[config.mk]
export PLATFORM = sky130hd
export DESIGN_NAME = button_event
export DESIGN_NICKNAME = d
export VERILOG_FILES = /design/src/rtl/button_event.sv
export SDC_FILE = /design/constraint.sdc
export NUM_CORES = 1
export LEC_CHECK = 0
export ABC_CLOCK_PERIOD_IN_PS = 3000
export CAP_MARGIN = 20
export CORE_MARGIN = 2
export CORE_UTILIZATION = 52
export DETAILED_ROUTE_END_ITERATION = 16
export GPL_TIMING_DRIVEN = 1
export PLACE_DENSITY = 0.87
export SYNTH_ARGS = -nofsm -noshare
export SYNTH_HDL_FRONTEND = slang
export SYNTH_SLANG_ARGS = --single-unit
[constraint.sdc]
create_clock -name clk -period 3 [get_ports clk]
set_input_delay 0.6 -clock clk [delete_from_list [all_inputs] [get_ports clk]]
set_output_delay 0.6 -clock clk [all_outputs]
set_load 0.02 [all_outputs]
[src/rtl/button_event.sv]
// Gesture classifier fed by the debounced button level: emits one-cycle press,
// release, click, double-click and long-press pulses plus a registered held level.
// The release pulse is named release_pulse because "release" is a reserved word.
module button_event #(
   parameter int LONG_CYCLES = 1000,
   parameter int DOUBLE_GAP  = 250,
   parameter int CNT_W       = 16
) (
   input  logic       clk,
   input  logic       rst,
   input  logic       inp,
   output logic       held,
   output logic       press,
   output logic       release_pulse,
   output logic       click,
   output logic       double_click,
   output logic       long_press,
   output logic [2:0] fsm_state
);

   typedef enum logic [2:0] {
      IDLE   = 3'd0,
      PRESS1 = 3'd1,
      LONG   = 3'd2,
      WAIT2  = 3'd3,
      PRESS2 = 3'd4
   } state_t;

   localparam logic [CNT_W-1:0] LONG_LIM = CNT_W'(LONG_CYCLES);
   localparam logic [CNT_W-1:0] GAP_LIM  = CNT_W'(DOUBLE_GAP);
   localparam logic [CNT_W-1:0] CNT_MAX  = '1;
   localparam logic [CNT_W-1:0] CNT_ONE  = CNT_W'(1);

   state_t           state;
   logic [CNT_W-1:0] cnt;
   logic [CNT_W-1:0] cnt_inc;
   logic             inp_q;
   logic             rise;
   logic             fall;

   assign rise      = inp & ~inp_q;
   assign fall      = ~inp & inp_q;
   assign cnt_inc   = (cnt == CNT_MAX) ? cnt : cnt + CNT_ONE;
   assign held      = inp_q;
   assign fsm_state = state;

   always_ff @(posedge clk) begin
      if (rst) begin
         state         <= IDLE;
         cnt           <= '0;
         inp_q         <= 1'b0;
         press         <= 1'b0;
         release_pulse <= 1'b0;
         click         <= 1'b0;
         double_click  <= 1'b0;
         long_press    <= 1'b0;
      end else begin
         inp_q         <= inp;
         press         <= rise;
         release_pulse <= fall;
         click         <= 1'b0;
         double_click  <= 1'b0;
         long_press    <= 1'b0;

         case (state)
            IDLE: begin
               cnt <= '0;
               if (rise) begin
                  state <= PRESS1;
                  cnt   <= CNT_ONE;
               end
            end

            // The rising sample already counted as the first high sample.
            PRESS1: begin
               if (fall) begin
                  state <= WAIT2;
                  cnt   <= '0;
               end else begin
                  cnt <= cnt_inc;
                  if (cnt_inc == LONG_LIM) begin
                     long_press <= 1'b1;
                     state      <= LONG;
                  end
               end
            end

            LONG: begin
               if (fall) begin
                  state <= IDLE;
                  cnt   <= '0;
               end
            end

            // A rise on the sample that would close the window wins over click.
            WAIT2: begin
               if (rise) begin
                  if (cnt < GAP_LIM) begin
                     double_click <= 1'b1;
                     state        <= PRESS2;
                     cnt          <= '0;
                  end
               end else begin
                  cnt <= cnt_inc;
                  if (cnt_inc == GAP_LIM) begin
                     click <= 1'b1;
                     state <= IDLE;
                     cnt   <= '0;
                  end
               end
            end

            PRESS2: begin
               if (fall) begin
                  state <= IDLE;
                  cnt   <= '0;
               end
            end

            default: begin
               state <= IDLE;
               cnt   <= '0;
            end
         endcase
      end
   end

endmodule

* Word-level counts from Yosys, hierarchy flattened
Index checks and enable logic that the tools add are counted.
Operators by class: bitwise operators 7, order comparisons 1, multiplexer cells 19, reduce and logical (&&, ||, !) cells 7, add/subtract/negate cells 1, equality and inequality tests 12
Operator list (count):
- $mux 16 | 6
- $pmux 16 s4 | 1
- $mux 3 | 7
- $add 16x1->16 const B | 1
- $eq 16x10->1 const B | 1
- $eq 16x16->1 const B | 1
- $eq 16x8->1 const B | 1
- $lt 16x8->1 const B | 1
- $pmux 3 s4 | 1
- $ne 3x3->1 const B | 3
- $reduce_or 3->1 | 3
- $eq 3x2->1 const B | 2
- $not 1->1 | 5
- $reduce_and 5->1 | 1
- $mux 1 | 4
- $eq 3x1->1 const B | 1
- $eq 3x3->1 const B | 1
- $logic_not 3->1 | 1
- $and 1x1->1 | 2
- $ne 2x1->1 const B | 1
- $ne 2x2->1 const B | 1
- $reduce_and 2->1 | 1
- $reduce_or 2->1 | 1
Word-level totals: logic and storage cells 55, output and inout port bits 9, input port bits 3, register bits 25

* Depth between registers and ports, before layout
Gate-level depths: netlist of the first run.
depth in word-level cells 6, depth in mapped cells 11, depth with buffers taken out 9

* Worst setup path before layout of the first run
Ideal clock, no wire load.
path type register to register, start register cnt[1], end register state[0], in the netlist fsm_state[0], stages on the path, launching flop included 11, library setup time 72 ps, buffers on the path 1, arrival 2915 ps, required time 2928 ps, setup slack 14 ps, period minus slack after synthesis 2986 ps, cells stage by stage dfxtp_1 ha_1 nand3_1 or3_1 o21ai_0 mux2_2 or4_4 o21a_1 buf_2 nor3_2 mux2i_1
On the way: longest elaborated chain between the ends 5, elaborated cells between the ends (all ways) 10, classes of those cells add/sub: 1; order compare: 1; eq/ne: 6; mux: 1; reduce/logical: 1
RTL lines:
- start: declaration | line 35 | logic [CNT_W-1:0] cnt;
- start signal: assignment | line 80 | cnt <= cnt_inc;
- start signal: assignment | line 104 | cnt <= cnt_inc;
- $add 16x1->16 / $eq 16x16->1 (equally long branches) | line 43 | assign cnt_inc = (cnt == CNT_MAX) ? cnt : cnt + CNT_ONE;
- $mux 16 | line 43
- $eq 16x10->1 / $eq 16x8->1 (equally long branches) | line 81, 105
- $ne 3x3->1 (no source line)
- $reduce_and 5->1 (no source line) *
- end signal: assignment | line 49 | state <= IDLE;
- end signal: assignment | line 83 | state <= LONG;
- end signal: assignment | line 90 | state <= IDLE;
- end: declaration | line 34 | state_t state;
Every way passes the cells marked *; elsewhere a longest branch is shown, timed or not. A chain may end at the register's enable or synchronous reset.

* Final worst setup path of the first run
start register cnt[0], end register state[2], in the netlist fsm_state[2]
The elaborated chain is that of the path after synthesis.

==> results of run 1 <==
## cell families (layout without fill, tap and decap cells)
kind of cell	count (synthesis)	in the layout	share of synthesized area (%)
adders and majority gates	1	1	0.760
AOI/OAI and AO/OA	47	47	20.4
buffers and inverters	20	54	5.02
DFF	25	25	30.4
and+or+nand+nor	109	109	36.4
xor gates and xnor gates	5	5	2.66
muxes	7	7	4.33
## per-stage QoR
step,utilization [%],instance area [um2],setup TNS [ns],std cells
floorplan,-,1650,0,214
global placement,65.5,1980,0,286
detailed placement,65.5,1980,-0.0803,286
CTS,66.4,2010,0,290
global route,69.5,2100,-0.169,292
finish,69.5,2100,0,292
## how the worst max path moves through the flow
stage,startpoint,end,slack (ns)
CTS,cnt[0],cnt[14],0.004
global route,cnt[0],fsm_state[2],-0.06
detailed placement,cnt[0],cnt[9],-0.03
global placement,cnt[1],cnt[3],0.10
finish,cnt[0],fsm_state[2],0.04
floorplan,cnt[1],fsm_state[0],0.01
## tightest hold or removal path, cell delays in order (launching register included)
cell and delay [ns]:
dfxtp_2 0.38, nand2_1 0.07, a211oi_1 0.06
## cell type report
cell class	instances	area (um2)
Inverter	6	22.5
Timing Repair Buffer	44	362
Fill cell	236	925
Sequential cell	25	505
Multi-Input combinational cell	169	1130
Clock buffer	4	26.3
Tap cell	44	55.1
## layer usage
metal  vias to the layer above  share of wire [%]  wire (um)  global-route usage (%)
li1                        865                  -          -                       -
met1                       836                 42       1940                    35.4
met2                       101                 46       2140                    42.5
met3                        26                7.8        365                    2.60
met4                         0                4.7        219                    14.3
met5                         -                  0          0                       0
## state kept, by name, indices dropped and copies added, names as in the netlist
signal	flops
cnt	16
fsm_state	3
click	1
double_click	1
held	1
long_press	1
press	1
release_pulse	1
## repair_timing
action                     in CTS  in global routing
setup buffers                   0                  2
setup endpoints to repair       4                 17
resized for setup               1                 21
hold endpoints to repair        0                  0
## power groups by stage
| stage | sequential [uW] | combinational [uW] | clock, uW |
|---|---|---|---|
| final | 371 | 304 | 152 |
| after global routing | 375 | 331 | 170 |
| after floorplan | 387 | 188 | 0 |
| after CTS | 370 | 286 | 154 |
| after detailed placement | 377 | 285 | 0 |
| after global placement | 376 | 281 | 0 |
## placed cells by master (no fill, tap or decap), types with 5 or more instances in the layout
cell type,Yosys,routed
nor2_1,17,17
nand4_1,8,8
clkdlybuf4s50_1,0,11
nor3_1,12,12
nand2b_1,7,7
mux2i_1,6,6
nand3_1,8,7
a21oi_1,6,5
nand2_1,23,23
buf_4,0,32
o21ai_0,15,12
inv_1,6,6
nor2b_1,5,5
dfxtp_1,25,21
nor4_1,11,7
==> results.json, run 1 <==
{
  "power_frac_seq_pct": 44.9,
  "swShare_pct": 36.7,
  "hold_end": "cnt[2]",
  "outcome": "complete, no violations",
  "wl_mm": 4.67,
  "path_clk_slew_ns": 0.13,
  "post_drt_wl_per_cell_um": 16.0,
  "r2r-end": "fsm_state[2]",
  "routed_via_density": 6.26,
  "cts.sinks": 25,
  "drc": 0,
  "grt_pass1_wl_mm": 7.35,
  "gp_congestion": 1.00,
  "power_uw": 827,
  "grt-ovfl-total": 0,
  "p_int_uw": 524,
  "r2r_slack_ns": 0.04,
  "switchingPower_uw": 304,
  "place_ws_ns": -0.0311,
  "rows": 20,
  "clk_latency_ns": 0.32,
  "worst_clock_skew_ns": 0.00151,
  "syn_area_um2": 1650,
  "hold_depth": 2,
  "die_h_um": 60.3,
  "diodes": 0,
  "ir_worst_vdd_v": 0.000422,
  "firstDrtPassIters": 4,
  "period_share_pct": 98.6,
  "ys_types": 51,
  "hold_viol_final": 0,
  "core-area_um2": 3030,
  "cts_tree": "yes",
  "critPathTopFamily": "simple AND/OR/NAND/NOR gates",
  "hold_buffers": 0,
  "crit_cells": 10,
  "critical_path_class": "reg -> reg",
  "start_util_pct": 54.3,
  "holdWs_ns": 0.534,
  "synth_seq_cells": 25,
  "yosysMostFrequentCell": "dfxtp_1",
  "port-buffer-count": 11,
  "synth_cells": 214,
  "slew_headroom_pct": 69.7,
  "ios": 12,
  "critPathCaptureType": "flop",
  "fmax_ghz": 0.338,
  "htree_num_levels": 1,
  "grt_max_degree": 19,
  "antenna_found_initial": 0,
  "ant_nets": 0,
  "fin_nets": 253,
  "setup_violations": 0,
  "cp_slowest_stage_delay_ns": 0.58,
  "maxSlewViolCount": 0,
  "syn_area_per_cell_um2": 7.69,
  "cp.arrival_ns": 3.22,
  "cap_violations": 0,
  "crit_path_start_kind": "flop",
  "cts_buffers": 3,
  "yosys_warnings": 0,
  "min_period_ns": 2.96,
  "hp-start": "cnt[2]",
  "worst_slack_ns": 0.0426,
  "synth_ff_type": "dfxtp_1",
  "synthTopCellsByArea": "dfxtp_1 30%, nand2_1 5.2%, o21ai_0 4.6%, nor4_1 4.2%, nor2_1 3.9%",
  "holdCritPathClass": "reg -> reg",
  "clock_path_buffers": 2,
  "synth_top_area_share_pct": 30.4,
  "cp_max_fo": 8,
  "drive_gt1_share_pct": 25.8,
  "vias": 1828,
  "yosysSeqAreaShare_pct": 30.4,
  "required_ns": 3.26,
  "p_per_area_nw_per_um2": 393,
  "place_hpwl_mm": 3.43,
  "die_width_um": 60.3,
  "synth_nets": 218,
  "r2r_start": "cnt[0]",
  "pwr-share-clk_pct": 18.4,
  "synth_edf_count": 0,
  "design.die.area_um2": 3630,
  "ys_async_sr_fraction_pct": 0,
  "path_cells": "ha_1 > nand3_1 > buf_6 > nor4_4 > mux2i_1 > nand2_1 > or4_4 > o21a_1 > or4_1 > a21oi_1",
  "grt_pass1_vias": 1621,
  "critPathBufInv": 1,
  "grtUsageTotal_pct": 26.7,
  "synthTopCellsByCount": "25 x dfxtp_1, 23 x nand2_1, 17 x nor2_1, 15 x o21ai_0, 12 x nor3_1",
  "drt_iter0_drc": 158,
  "p_leak_uw": 0.000737,
  "area_delta_synth_final_pct": 27.8,
  "worst_pin_slew_ns": 0.454,
  "cts_root_buf": "clkbuf_4",
  "cp_slowest_cell": "or4_4",
  "yosysTopAreaCell": "dfxtp_1",
  "r2r_cells": 10,
  "power_frac_comb_pct": 36.7
}
No activity file was read; power rests on OpenSTA's default activity.
==> run 2, diff against run 1 <==
CORE_UTILIZATION = 54   (was 52)
CTS_BUF_LIST = sky130_fd_sc_hd__clkbuf_8   (was default)
PLACE_DENSITY = 0.89   (was 0.87)
==> run 2 against run 1 <==
Total power is 8.6% higher. Sequential cell count unchanged. Critical path depth shrank 1. Clock skew up 0.0013 ns. Highest routed layer unchanged. Largest power group unchanged. Global-route usage up 3.1 points. Sequential power is essentially flat. Design area decreased by 0.24%. Final cell count down 4.5%.
==> results.json, run 2 (synthesis results as in run 1) <==
{
  "outcome": "complete, no violations",
  "crit_start": "cnt[1]",
  "final_common_cell": "buf_4",
  "port-buffer-count": 11,
  "cap_violations": 0,
  "p_leak_uw": 0.000741,
  "crit_path_start_kind": "flop",
  "start_util_pct": 55.3,
  "cp_max_fo": 5,
  "mostFrequentLayoutCells": "30 x buf_4, 23 x nand2_1, 20 x dfxtp_1",
  "critPathTopFamily": "simple AND/OR/NAND/NOR gates",
  "dpl-instance-area_um2": 1950,
  "rows": 20,
  "holdCritPathClass": "reg -> reg",
  "min_period_ns": 2.93,
  "holdWs_ns": 0.554,
  "dp.cells": 272,
  "cts_root_buf": "clkbuf_8",
  "area_delta_synth_final_pct": 27.5,
  "hp-start": "fsm_state[1]",
  "drt_iter0_drc": 211,
  "worst_slack_ns": 0.0667,
  "cts_buffers": 3,
  "core-area_um2": 2980,
  "grt_pass1_vias": 1681,
  "worst_clock_skew_ns": 0.00280,
  "utilization_pct": 70.5,
  "worst_pin_slew_ns": 0.516,
  "fin_nets": 251,
  "p_per_area_nw_per_um2": 428,
  "setup_violations": 0,
  "required_ns": 3.21,
  "place_hpwl_mm": 3.48,
  "antenna_found_initial": 0,
  "r2r_start": "cnt[1]",
  "post_drt_wl_per_cell_um": 18.4,
  "grt-ovfl-total": 0,
  "finalInstanceArea_um2": 2100,
  "regMostFlops": "cnt",
  "n_fill_cell": 221,
  "ant_nets": 0,
  "design.die.area_um2": 3500,
  "clk_latency_ns": 0.28,
  "largest_register_ffs": 16,
  "drive_gt1_share_pct": 26.0,
  "critical_path_class": "reg -> reg",
  "htree_num_levels": 1,
  "path_clk_slew_ns": 0.10,
  "firstDrtPassIters": 7,
  "path_cells": "ha_2 > nand3_2 > or3_4 > o21ai_2 > mux2_2 > or4_4 > o21a_4 > or4_1 > a21oi_1",
  "place_ws_ns": 0.00992,
  "clock_path_buffers": 2,
  "hold_viol_final": 0,
  "layoutNonFillerInstCount": 279,
  "diodes": 0,
  "drc": 0,
  "maxSlewViolCount": 0,
  "ir_worst_vdd_v": 0.000404,
  "vias": 1914,
  "critPathCaptureType": "flop",
  "die_width_um": 59.2,
  "grtUsageTotal_pct": 29.8,
  "ios": 12,
  "period_share_pct": 97.8,
  "grt_pass1_wl_mm": 8.01,
  "hold_buffers": 0,
  "fmax_ghz": 0.341,
  "critPathBufInv": 0,
  "cp.arrival_ns": 3.15,
  "wl_mm": 5.14,
  "grt_max_degree": 19,
  "cts_tree": "yes",
  "cts.sinks": 25,
  "gp_congestion": 1.01,
  "slew_headroom_pct": 65.6,
  "die_h_um": 59.2,
  "routed_via_density": 6.86,
  "cp_slowest_cell": "or4_4",
  "cp_slowest_stage_delay_ns": 0.56
}
==> run 2: changes by cell type in the layout (fill, tap and decap cells not counted), sizes merged <==
cell    before  now
buf         33   31
clkbuf       4    3
inv          6    7
==> run 2: layout make-up <==
| type | count | area, um2 | share of cell area, % |
|---|---|---|---|
| multi-input combinational | 169 | 1130 | 53.9 |
| sequential | 25 | 507 | 24.2 |
| timing repair buffer | 42 | 347 | 16.5 |
| clock buffer | 3 | 41.3 | 1.97 |
| tap | 33 | 41.3 | 1.97 |
| inverter | 6 | 22.5 | 1.07 |
| clock inverter | 1 | 8.76 | 0.417 |
==> run 2: what timing repair did <==
action | CTS | global route
buffers inserted | 1 | 2
endpoints found under the setup margin | 7 | 16
pin swaps | 2 | 1
gates resized for setup | 3 | 20
==> run 2: worst paths after layout <==
kind,endpoint,slack (ns),depth (start not counted)
max,fsm_state[2],0.07,9
min,fsm_state[1],0.55,2
max reg2reg,fsm_state[2],0.07,9
min reg2reg,fsm_state[1],0.55,2
==> run 2: power breakdown <==
| group | internal [uW] | total [uW] | switching, uW |
|---|---|---|---|
| sequential | 350 | 370 | 20.1 |
| clock | 97.6 | 221 | 123 |
| combinational | 121 | 308 | 187 |
| total | 568 | 899 | 330 |
==> run 2: per-stage QoR <==
stage,setup TNS (ns),power (uW)
final,0,899
after global routing,-0.0117,939
after CTS,0,873
after detailed placement,0,649
after global placement,0,640
after floorplan,0,576
==> run 2: worst reg2reg max path, stage by stage (launching register included) <==
cell and delay (ns):
dfxtp_2 0.34, ha_2 0.18, nand3_2 0.09, or3_4 0.39
o21ai_2 0.14, mux2_2 0.36, or4_4 0.56, o21a_4 0.24
or4_1 0.40, a21oi_1 0.16
==> run 2: per-layer routing <==
metal  wire, um  part of all wire (%)  track usage [%]  vias to the layer above
met2       2470                    48             48.5                      159
met3        533                    10             6.11                       31
met5          0                     0                0                        -
li1           -                     -                -                      855
met4        225                   4.4             12.3                        0
met1       1910                    37             38.2                      869
==> run 3, diff against run 2 <==
CORE_ASPECT_RATIO = 0.9   (was default)
SKIP_CTS_REPAIR_TIMING = 1   (was default)
SLEW_MARGIN = 25   (was default)
==> run 3 against run 2 <==
Maximum frequency decreased by 2.3%. Via count decreased by 3.8%. The run now ends with negative setup slack left. Critical path depth unchanged. Total power increased by 0.20%. Utilization increased by 4.8 points. Wire length decreased by 2.8%. Clock power decreased by 3%. Clock skew increased by 0.0052 ns. Register-to-register slack got worse by 0.07 ns. Sequential share of layout area decreased by 0.17 points.
==> results.json, run 3 (synthesis results as in run 1) <==
{
  "outcome": "complete, but fails checks",
  "violations": "negative setup slack",
  "drc": 0,
  "layoutNonFillerInstCount": 286,
  "cts_tree": "yes",
  "cts.sinks": 25,
  "crit_cells": 9,
  "critical_path_class": "reg -> reg",
  "grt_pass1_vias": 1566,
  "holdWs_ns": 0.548,
  "wl_met3_um": 513,
  "drt_iter0_drc": 200,
  "period_share_pct": 100,
  "cp_max_fo": 10,
  "grt_max_degree": 18,
  "rows": 18,
  "top_layer_used": "met4",
  "path_clk_slew_ns": 0.10,
  "critPathBufInv": 1,
  "critPathTopFamily": "simple AND/OR/NAND/NOR gates",
  "r2r_cells": 9,
  "cts_root_buf": "clkbuf_8",
  "ir_worst_vdd_v": 0.000402,
  "die_width_um": 62.2,
  "worst_clock_skew_ns": 0.00803,
  "finalInstanceArea_um2": 2120,
  "hold_viol_final": 0,
  "min_period_ns": 3.00,
  "cp_slowest_cell": "or4_4",
  "p_leak_uw": 0.000750,
  "fin_nets": 251,
  "dpl-instance-area_um2": 1950,
  "holdCritPathClass": "reg -> reg",
  "clk_latency_ns": 0.28,
  "critPathCapture": "cnt[1]",
  "area_delta_synth_final_pct": 28.7,
  "p_per_area_nw_per_um2": 425,
  "firstDrtPassIters": 4,
  "cp_slowest_stage_delay_ns": 0.49,
  "gp_congestion": 0.932,
  "largest_register_ffs": 16,
  "utilization_pct": 75.2,
  "cts_buffers": 3,
  "slew_headroom_pct": 68.0,
  "vias": 1841,
  "grtUsageTotal_pct": 25.9,
  "fmax_ghz": 0.333,
  "crit_path_start_kind": "flop",
  "post_drt_wl_per_cell_um": 17.5,
  "cap_violations": 0,
  "regArea_um2": 508,
  "r2r_slack_ns": -0.003,
  "mostFrequentLayoutCells": "29 x buf_4, 23 x nand2_1, 21 x dfxtp_1",
  "ios": 12,
  "diodes": 0,
  "drive_gt1_share_pct": 25.2,
  "met2RoutedLength_mm": 2.38,
  "die_h_um": 56.4,
  "required_ns": 3.16,
  "design.die.area_um2": 3510,
  "antenna_found_initial": 0,
  "cp.arrival_ns": 3.16,
  "wl_met1_mm": 2.02,
  "ant_nets": 0,
  "htree_num_levels": 1,
  "setup_violations": 1,
  "path_cells": "nand4_1 > buf_4 > nor4_2 > mux2i_1 > nand3_1 > or4_4 > o21a_4 > nor3_4 > o32ai_1",
  "worst_slack_ns": -0.00293,
  "regMostFlops": "cnt",
  "core-area_um2": 2820,
  "place_hpwl_mm": 3.54,
  "worst_pin_slew_ns": 0.479,
  "crit_start": "cnt[6]",
  "clock_path_buffers": 2,
  "n_fill_cell": 215,
  "power_uw": 900,
  "final_common_cell": "buf_4",
  "port-buffer-count": 11,
  "maxSlewViolCount": 0,
  "r2r_start": "cnt[6]",
  "routed_via_density": 6.44,
  "grt-ovfl-total": 0,
  "dp.cells": 278,
  "start_util_pct": 58.4,
  "multiInputGateArea_um2": 1150,
  "r2r-end": "cnt[1]",
  "critPathCaptureType": "flop",
  "wl_mm": 5.00,
  "grt_pass1_wl_mm": 7.36
}
-- run 3: changes by cell type in the layout (fill, tap and decap cells not counted), sizes merged --
cell	before	now
buf	31	30
o21a	2	3
-- run 3: power breakdown --
part / total [uW] / internal, uW / switching, uW
clock: 215 / 97.5 / 118
sequential: 374 / 350 / 24.0
combinational: 312 / 122 / 189
-- run 3: final cells by class --
class	instances	share of cell area, %
clock inverters	1	0.413
multi-input cells	170	54.2
flip-flops and latches	25	24.0
repair buffers	41	16.0
well taps	40	2.36
inverters	6	1.06
clock buffers	3	1.95
-- run 3: how the worst min path moves through the flow --
stage | startpoint | end | slack, ns | cells after the start
6_report | fsm_state[1] | fsm_state[1] | 0.55 | 2
5_1_grt | fsm_state[1] | fsm_state[1] | 0.59 | 2
3_3_place_gp | cnt[1] | cnt[1] | 0.48 | 2
2_1_floorplan | cnt[14] | cnt[14] | 0.50 | 2
3_5_place_dp | cnt[1] | cnt[1] | 0.51 | 2
4_1_cts | cnt[1] | cnt[1] | 0.52 | 2
-- run 3: per-layer routing --
layer	GRT usage, %	up-vias
met5	0	-
met4	4.13	0
met3	3.81	13
met2	43.9	113
met1	35.9	853
li1	-	862
-- run 3: per-stage QoR --
stage / worst slack [ns] / setup TNS [ns]
finish: -0.00293 / -0.00293
global route: -0.0911 / -0.605
CTS: -0.145 / -1.08
detailed placement: -0.119 / -0.714
global placement: 0.0423 / 0
floorplan: 0.0136 / 0
-- run 3: worst min-delay path, cell delays in order, from the launching register on --
cell and delay [ns]:
dfxtp_1 0.38, nand2_1 0.08, mux2i_1 0.05
